File: src/rtl/sdram_ctrl_pkg.sv
// Shared SDRAM command encoding for the bank sequencer and its bank timers.
package sdram_ctrl_pkg;

  typedef enum logic [2:0] {
    NOP  = 3'd0,
    ACT  = 3'd1,
    PRE  = 3'd2,
    PALL = 3'd3,
    RD   = 3'd4,
    WR   = 3'd5
  } cmd_t;

  // Address bit that selects all-bank precharge / auto-precharge.
  localparam int unsigned A10_POS = 10;

endpackage

File: src/rtl/sdram_bank_timer.sv
// One bank's open-row state plus its tRCD/tRP/tRAS countdowns.
module sdram_bank_timer #(
  parameter int MAX_RSIZE = 13,
  parameter int TCNT_SIZE = 4
) (
  input  logic                 clk,
  input  logic                 rst_n,
  input  logic                 act,
  input  logic                 pre,
  input  logic [MAX_RSIZE-1:0] act_row,
  input  logic [TCNT_SIZE-1:0] trcd,
  input  logic [TCNT_SIZE-1:0] trp,
  input  logic [TCNT_SIZE-1:0] tras,
  output logic                 is_open,
  output logic [MAX_RSIZE-1:0] open_row,
  output logic                 rcd_ok,
  output logic                 rp_ok,
  output logic                 ras_ok
);

  localparam logic [TCNT_SIZE-1:0] CNT_ZERO = {TCNT_SIZE{1'b0}};
  localparam logic [TCNT_SIZE-1:0] CNT_ONE  = {{(TCNT_SIZE-1){1'b0}}, 1'b1};

  logic                 open_r;
  logic [MAX_RSIZE-1:0] row_r;
  logic [TCNT_SIZE-1:0] cnt_rcd_r;
  logic [TCNT_SIZE-1:0] cnt_rp_r;
  logic [TCNT_SIZE-1:0] cnt_ras_r;

  function automatic logic [TCNT_SIZE-1:0] sat_dec(input logic [TCNT_SIZE-1:0] val);
    return (val == CNT_ZERO) ? CNT_ZERO : val - CNT_ONE;
  endfunction

  // The handshake cycle already counts, so a load stores the delay minus one.
  always_ff @(posedge clk or negedge rst_n) begin
    if (!rst_n) begin
      open_r    <= 1'b0;
      row_r     <= {MAX_RSIZE{1'b0}};
      cnt_rcd_r <= CNT_ZERO;
      cnt_rp_r  <= CNT_ZERO;
      cnt_ras_r <= CNT_ZERO;
    end else begin
      if (act) begin
        open_r <= 1'b1;
        row_r  <= act_row;
      end else if (pre) begin
        open_r <= 1'b0;
      end else begin
        open_r <= open_r;
      end
      cnt_rcd_r <= act ? sat_dec(trcd) : sat_dec(cnt_rcd_r);
      cnt_ras_r <= act ? sat_dec(tras) : sat_dec(cnt_ras_r);
      cnt_rp_r  <= pre ? sat_dec(trp)  : sat_dec(cnt_rp_r);
    end
  end

  assign is_open  = open_r;
  assign open_row = row_r;
  assign rcd_ok   = (cnt_rcd_r == CNT_ZERO);
  assign rp_ok    = (cnt_rp_r == CNT_ZERO);
  assign ras_ok   = (cnt_ras_r == CNT_ZERO);

endmodule

File: src/rtl/sdram_bank_sequencer.sv
// Open-row tracking command sequencer: turns one mapped request into PRE/ACT/RD/WR
// and services precharge-all requests, with a registered command output.
module sdram_bank_sequencer
  import sdram_ctrl_pkg::*;
#(
  parameter int MAX_CSIZE = 11,
  parameter int MAX_RSIZE = 13,
  parameter int BA_SIZE   = 2,
  parameter int TCNT_SIZE = 4
) (
  input  logic                 clk_i,
  input  logic                 rst_ni,
  input  logic [TCNT_SIZE-1:0] trcd_i,
  input  logic [TCNT_SIZE-1:0] trp_i,
  input  logic [TCNT_SIZE-1:0] tras_i,
  input  logic                 req_i,
  input  logic                 we_i,
  input  logic [BA_SIZE-1:0]   bank_i,
  input  logic [MAX_RSIZE-1:0] row_i,
  input  logic [MAX_CSIZE-1:0] column_i,
  output logic                 req_ready_o,
  input  logic                 pall_req_i,
  output logic                 pall_ack_o,
  output logic                 cmd_valid_o,
  input  logic                 cmd_ready_i,
  output cmd_t                 cmd_o,
  output logic [BA_SIZE-1:0]   cmd_ba_o,
  output logic [MAX_RSIZE-1:0] cmd_addr_o
);

  localparam int NBANKS = 2 ** BA_SIZE;

  typedef enum logic [2:0] {
    ST_IDLE  = 3'd0,
    ST_PRE   = 3'd1,
    ST_ACT   = 3'd2,
    ST_RW    = 3'd3,
    ST_PALL  = 3'd4,
    ST_PWAIT = 3'd5
  } state_t;

  state_t               state_r, state_s;
  logic                 cmd_valid_r, cmd_valid_s;
  cmd_t                 cmd_r, cmd_s;
  logic [BA_SIZE-1:0]   cmd_ba_r, cmd_ba_s;
  logic [MAX_RSIZE-1:0] cmd_addr_r, cmd_addr_s;
  logic                 pall_ack_r, pall_ack_s;
  logic                 hs_s;
  logic [MAX_RSIZE-1:0] rw_addr_s;
  logic [NBANKS-1:0]    open_s, rcd_ok_s, rp_ok_s, ras_ok_s, act_bank_s, pre_bank_s;
  logic [MAX_RSIZE-1:0] open_row_s [NBANKS];

  assign hs_s = cmd_valid_r & cmd_ready_i;

  for (genvar b = 0; b < NBANKS; b++) begin : g_bank
    assign act_bank_s[b] = hs_s && (cmd_r == ACT) && (cmd_ba_r == BA_SIZE'(b));
    assign pre_bank_s[b] = hs_s && (((cmd_r == PRE) && (cmd_ba_r == BA_SIZE'(b))) || (cmd_r == PALL));

    sdram_bank_timer #(
      .MAX_RSIZE (MAX_RSIZE),
      .TCNT_SIZE (TCNT_SIZE)
    ) u_timer (
      .clk      (clk_i),
      .rst_n    (rst_ni),
      .act      (act_bank_s[b]),
      .pre      (pre_bank_s[b]),
      .act_row  (cmd_addr_r),
      .trcd     (trcd_i),
      .trp      (trp_i),
      .tras     (tras_i),
      .is_open  (open_s[b]),
      .open_row (open_row_s[b]),
      .rcd_ok   (rcd_ok_s[b]),
      .rp_ok    (rp_ok_s[b]),
      .ras_ok   (ras_ok_s[b])
    );
  end

  // Column address with A10 forced low (no auto-precharge), upper column bits above it.
  always_comb begin
    rw_addr_s                            = {MAX_RSIZE{1'b0}};
    rw_addr_s[A10_POS-1:0]               = column_i[A10_POS-1:0];
    rw_addr_s[MAX_CSIZE:A10_POS+1]       = column_i[MAX_CSIZE-1:A10_POS];
  end

  // Next state and next command register contents.
  always_comb begin
    state_s     = state_r;
    cmd_valid_s = cmd_valid_r;
    cmd_s       = cmd_r;
    cmd_ba_s    = cmd_ba_r;
    cmd_addr_s  = cmd_addr_r;
    pall_ack_s  = 1'b0;
    if (hs_s) begin
      cmd_valid_s = 1'b0;
      cmd_s       = NOP;
      cmd_ba_s    = {BA_SIZE{1'b0}};
      cmd_addr_s  = {MAX_RSIZE{1'b0}};
    end else begin
      cmd_valid_s = cmd_valid_r;
    end
    case (state_r)
      ST_IDLE: begin
        // The ack cycle still sees the old pall_req_i level, so it is ignored there.
        if (pall_req_i && !pall_ack_r) begin
          state_s = ST_PALL;
        end else if (req_i) begin
          if (!open_s[bank_i])                    state_s = ST_ACT;
          else if (open_row_s[bank_i] == row_i)   state_s = ST_RW;
          else                                    state_s = ST_PRE;
        end else begin
          state_s = ST_IDLE;
        end
      end
      ST_PRE: begin
        if (hs_s) begin
          state_s = ST_ACT;
        end else if (!cmd_valid_r && ras_ok_s[bank_i]) begin
          cmd_valid_s = 1'b1;
          cmd_s       = PRE;
          cmd_ba_s    = bank_i;
          cmd_addr_s  = {MAX_RSIZE{1'b0}};
        end else begin
          state_s = ST_PRE;
        end
      end
      ST_ACT: begin
        if (hs_s) begin
          state_s = ST_RW;
        end else if (!cmd_valid_r && rp_ok_s[bank_i]) begin
          cmd_valid_s = 1'b1;
          cmd_s       = ACT;
          cmd_ba_s    = bank_i;
          cmd_addr_s  = row_i;
        end else begin
          state_s = ST_ACT;
        end
      end
      ST_RW: begin
        if (hs_s) begin
          state_s = ST_IDLE;
        end else if (!cmd_valid_r && rcd_ok_s[bank_i]) begin
          cmd_valid_s = 1'b1;
          cmd_s       = we_i ? WR : RD;
          cmd_ba_s    = bank_i;
          cmd_addr_s  = rw_addr_s;
        end else begin
          state_s = ST_RW;
        end
      end
      ST_PALL: begin
        if (hs_s) begin
          state_s = ST_PWAIT;
        end else if (cmd_valid_r) begin
          state_s = ST_PALL;
        end else if (open_s == {NBANKS{1'b0}}) begin
          state_s = ST_PWAIT;
        end else if (&(ras_ok_s | ~open_s)) begin
          cmd_valid_s         = 1'b1;
          cmd_s               = PALL;
          cmd_ba_s            = {BA_SIZE{1'b0}};
          cmd_addr_s          = {MAX_RSIZE{1'b0}};
          cmd_addr_s[A10_POS] = 1'b1;
        end else begin
          state_s = ST_PALL;
        end
      end
      ST_PWAIT: begin
        if (&rp_ok_s) begin
          pall_ack_s = 1'b1;
          state_s    = ST_IDLE;
        end else begin
          state_s = ST_PWAIT;
        end
      end
      default: state_s = ST_IDLE;
    endcase
  end

  // State and registered command/ack outputs.
  always_ff @(posedge clk_i or negedge rst_ni) begin
    if (!rst_ni) begin
      state_r     <= ST_IDLE;
      cmd_valid_r <= 1'b0;
      cmd_r       <= NOP;
      cmd_ba_r    <= {BA_SIZE{1'b0}};
      cmd_addr_r  <= {MAX_RSIZE{1'b0}};
      pall_ack_r  <= 1'b0;
    end else begin
      state_r     <= state_s;
      cmd_valid_r <= cmd_valid_s;
      cmd_r       <= cmd_s;
      cmd_ba_r    <= cmd_ba_s;
      cmd_addr_r  <= cmd_addr_s;
      pall_ack_r  <= pall_ack_s;
    end
  end

  assign cmd_valid_o = cmd_valid_r;
  assign cmd_o       = cmd_r;
  assign cmd_ba_o    = cmd_ba_r;
  assign cmd_addr_o  = cmd_addr_r;
  assign pall_ack_o  = pall_ack_r;
  assign req_ready_o = hs_s && ((cmd_r == RD) || (cmd_r == WR));

endmodule

File: config.mk
export PLATFORM = sky130hd
export DESIGN_NAME = sdram_bank_sequencer
export DESIGN_NICKNAME = d
export VERILOG_FILES = /design/src/rtl/sdram_ctrl_pkg.sv /design/src/rtl/sdram_bank_timer.sv /design/src/rtl/sdram_bank_sequencer.sv
export SDC_FILE = /design/constraint.sdc
export NUM_CORES = 1
export LEC_CHECK = 0
export ABC_AREA = 1
export CORE_ASPECT_RATIO = 1.5
export CORE_MARGIN = 10
export CORE_UTILIZATION = 29
export CTS_BUF_LIST = sky130_fd_sc_hd__clkbuf_16
export DETAILED_ROUTE_END_ITERATION = 10
export PLACE_DENSITY = 0.57
export SLEW_MARGIN = 20
export SYNTH_ARGS = -nofsm -noshare
export SYNTH_HDL_FRONTEND = slang
export SYNTH_HIERARCHICAL = 1
export SYNTH_SLANG_ARGS = --single-unit
File: constraint.sdc
create_clock -name clk_i -period 1.91 [get_ports clk_i]
set_input_delay 0.2865 -clock clk_i [delete_from_list [all_inputs] [get_ports clk_i]]
set_output_delay 0.2865 -clock clk_i [all_outputs]
set_load 0.05 [all_outputs]
==> flow_metrics.env <==
export IMPL_fmax_ghz=0.544
export IMPL_num_fill_cells=2665
export IMPL_end_kind="primary output"
export IMPL_yosys_top_cells_area="dfrtp_1, nand2_1, inv_1, nand3_1, nor2_1"
export IMPL_crit_required_ns=1.62
export IMPL_ys_flop_type="dfrtp_1"
export IMPL_critPathMaxFanout=10
export IMPL_max_slew_margin_pct=63.6
export IMPL_core_mm2=0.0251
export IMPL_ios=65
export IMPL_first_iter_violations=481
export IMPL_synth_area_per_cell_um2=6.57
export IMPL_vias=7458
export IMPL_synth_area_mm2=0.00737
export IMPL_drv_cap=0
export IMPL_grt_max_degree=35
export IMPL_grtUsageTotal_pct=15.0
export IMPL_crit_type="flip-flop to primary output"
export IMPL_yosysWarnings=6
export IMPL_synth_most_common_cell="nand2_1"
export IMPL_cts_tree="done"
export IMPL_synth_area_leader_cell="dfrtp_1"
export IMPL_multiInputGateArea_mm2=0.00366
export IMPL_die_area_mm2=0.0323
export IMPL_gp_congestion=0.924
export IMPL_dp_cells=1574
export IMPL_period_share_pct=96.2
export IMPL_drv_slew=0
export IMPL_syn_num_nets=1166
export IMPL_clkSlewWorstSetupHoldPaths_ns=0.06
export IMPL_syn_inst=1122
export IMPL_clock_path_buffers=2
export IMPL_fp_dieH_um=215
export IMPL_ys_seq_area_share_pct=43.1
export IMPL_worst_slack_ns=0.0724
export IMPL_p_total_mw=12.4
export IMPL_drt_pass1_iter_count=6
export IMPL_vias_per_cell=4.64
export IMPL_seq_area_mm2=0.00318
export IMPL_overflow=0
export IMPL_use_met1_pct=16.7
export IMPL_synth_top_cell_area_share_pct=43.1
export IMPL_place_hpwl_um=17500
export IMPL_busiest_layer="met2"
export IMPL_r2r_cells=14
export IMPL_leakagePower_nw=5.30
export IMPL_drt_wl_total_um=23700
export IMPL_async_reset_ff_share_pct=100
export IMPL_routedWlPerCell_um=14.7
export IMPL_drc=0
export IMPL_grtUsageMet2_pct=27.0
export IMPL_cp_arrival_ns=1.55
export IMPL_ys_seq_elements=127
export IMPL_root_buffer="clkbuf_16"
export IMPL_port_buffers=64
export IMPL_dpl_worst_slack_ns=-0.261
export IMPL_drive_above_1_share_pct=17.3
export IMPL_skew_ns=0.00586
export IMPL_cts_sinks=127
export IMPL_stdcell_count=1609
export IMPL_cts_made_buffers=17
export IMPL_ir_drop_uv=735
export IMPL_clk_insertion_delay_late_ns=0.42
export IMPL_nNetsFinal=1312
export IMPL_setup_tns_ns=0
export IMPL_synth_edf_count=0
export IMPL_whs_ns=0.340
export IMPL_die_w_um=150
export IMPL_synthDistinctLibCells=30
export IMPL_start_util_pct=29.4
export IMPL_finalHoldViolations=0
export IMPL_rsz0062_at_grt="true"
export IMPL_startpoint_type="flip-flop"
export IMPL_power_density_mw_per_mm2=1260
export IMPL_rows=71
export IMPL_status="finished, final reports clean"
export IMPL_tightest_slew_ns=0.544
export IMPL_antenna_found_initial=0
export IMPL_ant_nets=0
export IMPL_grt_pass1_vias=7467
export IMPL_h_tree_depth=4
export IMPL_grt_pass1_wl_um=38500
export IMPL_met3_usage_pct=2.75
export IMPL_timing_final_crit_period_ns=1.84
export IMPL_hp_class="input port to asynchronous set/reset pin"
export IMPL_n_antenna_cell=0
export IMPL_ys_top_cells_by_count="nand2_1, dfrtp_1, inv_1"
export IMPL_syn2layout_area_growth_pct=33.4
export IMPL_setup_viol=0
-- cells in the final DEF, fill, tap and decap left out, drive strengths merged, types with 4 or more instances in the layout --
master,instances
a21oi,60
buf,113
bufinv,4
clkbuf,17
clkdlybuf4s50,42
clkinv,7
clkinvlp,4
dfrtp,127
inv,134
nand2,514
nand3,80
nand4,4
nor2,102
o21ai,60
-- state kept, by name, summed over array words and instances, names as in the netlist --
name and flops:
cmd_addr_o 13, cmd_ba_o 2, cmd_o 3, cmd_valid_o 1
g_bank.u_timer/cnt_ras_r 16, g_bank.u_timer/cnt_rcd_r 16, g_bank.u_timer/cnt_rp_r 16, g_bank.u_timer/is_open 4
g_bank.u_timer/open_row 52, pall_ack_o 1, state_r 3
-- final timing paths --
path / startpoint / endpoint / slack, ns
min in group clk_i: g_bank[2].u_timer/open_row[4] / g_bank[2].u_timer/open_row[4] / 0.47
hold / removal: rst_ni / g_bank[1].u_timer/cnt_rp_r[1] / 0.34
hold reg to reg: g_bank[2].u_timer/open_row[4] / g_bank[2].u_timer/open_row[4] / 0.47
max in group asynchronous: rst_ni / g_bank[0].u_timer/cnt_rcd_r[3] / 0.96
setup / recovery: cmd_valid_o / req_ready_o / 0.07
setup reg to reg: g_bank[2].u_timer/cnt_ras_r[2] / cmd_addr_o[11] / 0.08
-- what timing repair did --
item	in CTS	in global routing
setup endpoints to repair	0	23
setup buffers	0	2
gates resized for setup	0	69
hold buffers	1	0
endpoints found under the hold margin	20	0
-- critical path: stages, from the launching register on --
cell	delay, ns
dfrtp_1	0.47
nand2_1	0.10
buf_4	0.19
nor3_2	0.19
buf_12	0.17
-- through the flow --
| step | area (um2) | util, % |
|---|---|---|
| floorplan | 7370 | - |
| global placement | 8980 | 35.9 |
| detailed placement | 8980 | 35.9 |
| CTS | 9610 | 38.4 |
| global route | 9830 | 39.2 |
| finish | 9830 | 39.2 |
-- logic make-up after synthesis --
family          count (synthesis)  synth area share (%)
compound gates                126                  9.32
xor+xnor                        1                 0.119
buf+inv                       164                  9.51
flops                         127                  43.1
simple gates                  704                  37.9
-- final cells by class --
cell class / instances / area share, %
multi-input combinational: 831 / 37.3
timing repair buffer: 157 / 14.7
clock buffer: 17 / 4.33
clock inverter: 15 / 1.97
inverter: 134 / 5.24
sequential: 127 / 32.3
tap: 328 / 4.17
-- where the power goes --
| group | internal [mW] | total, mW | switching (mW) |
|---|---|---|---|
| clock network | 2.17 | 3.44 | 1.26 |
| registers | 3.32 | 3.95 | 0.627 |
| logic | 1.92 | 4.98 | 3.06 |
| total | 7.41 | 12.4 | 4.95 |
-- metal layers --
| metal | wire (um) | vias up |
|---|---|---|
| met5 | 0 | - |
| met4 | 717 | 0 |
| met3 | 832 | 44 |
| met2 | 12400 | 183 |
| met1 | 9720 | 3473 |
| li1 | - | 3758 |
Power figures use the tool's default switching activity.
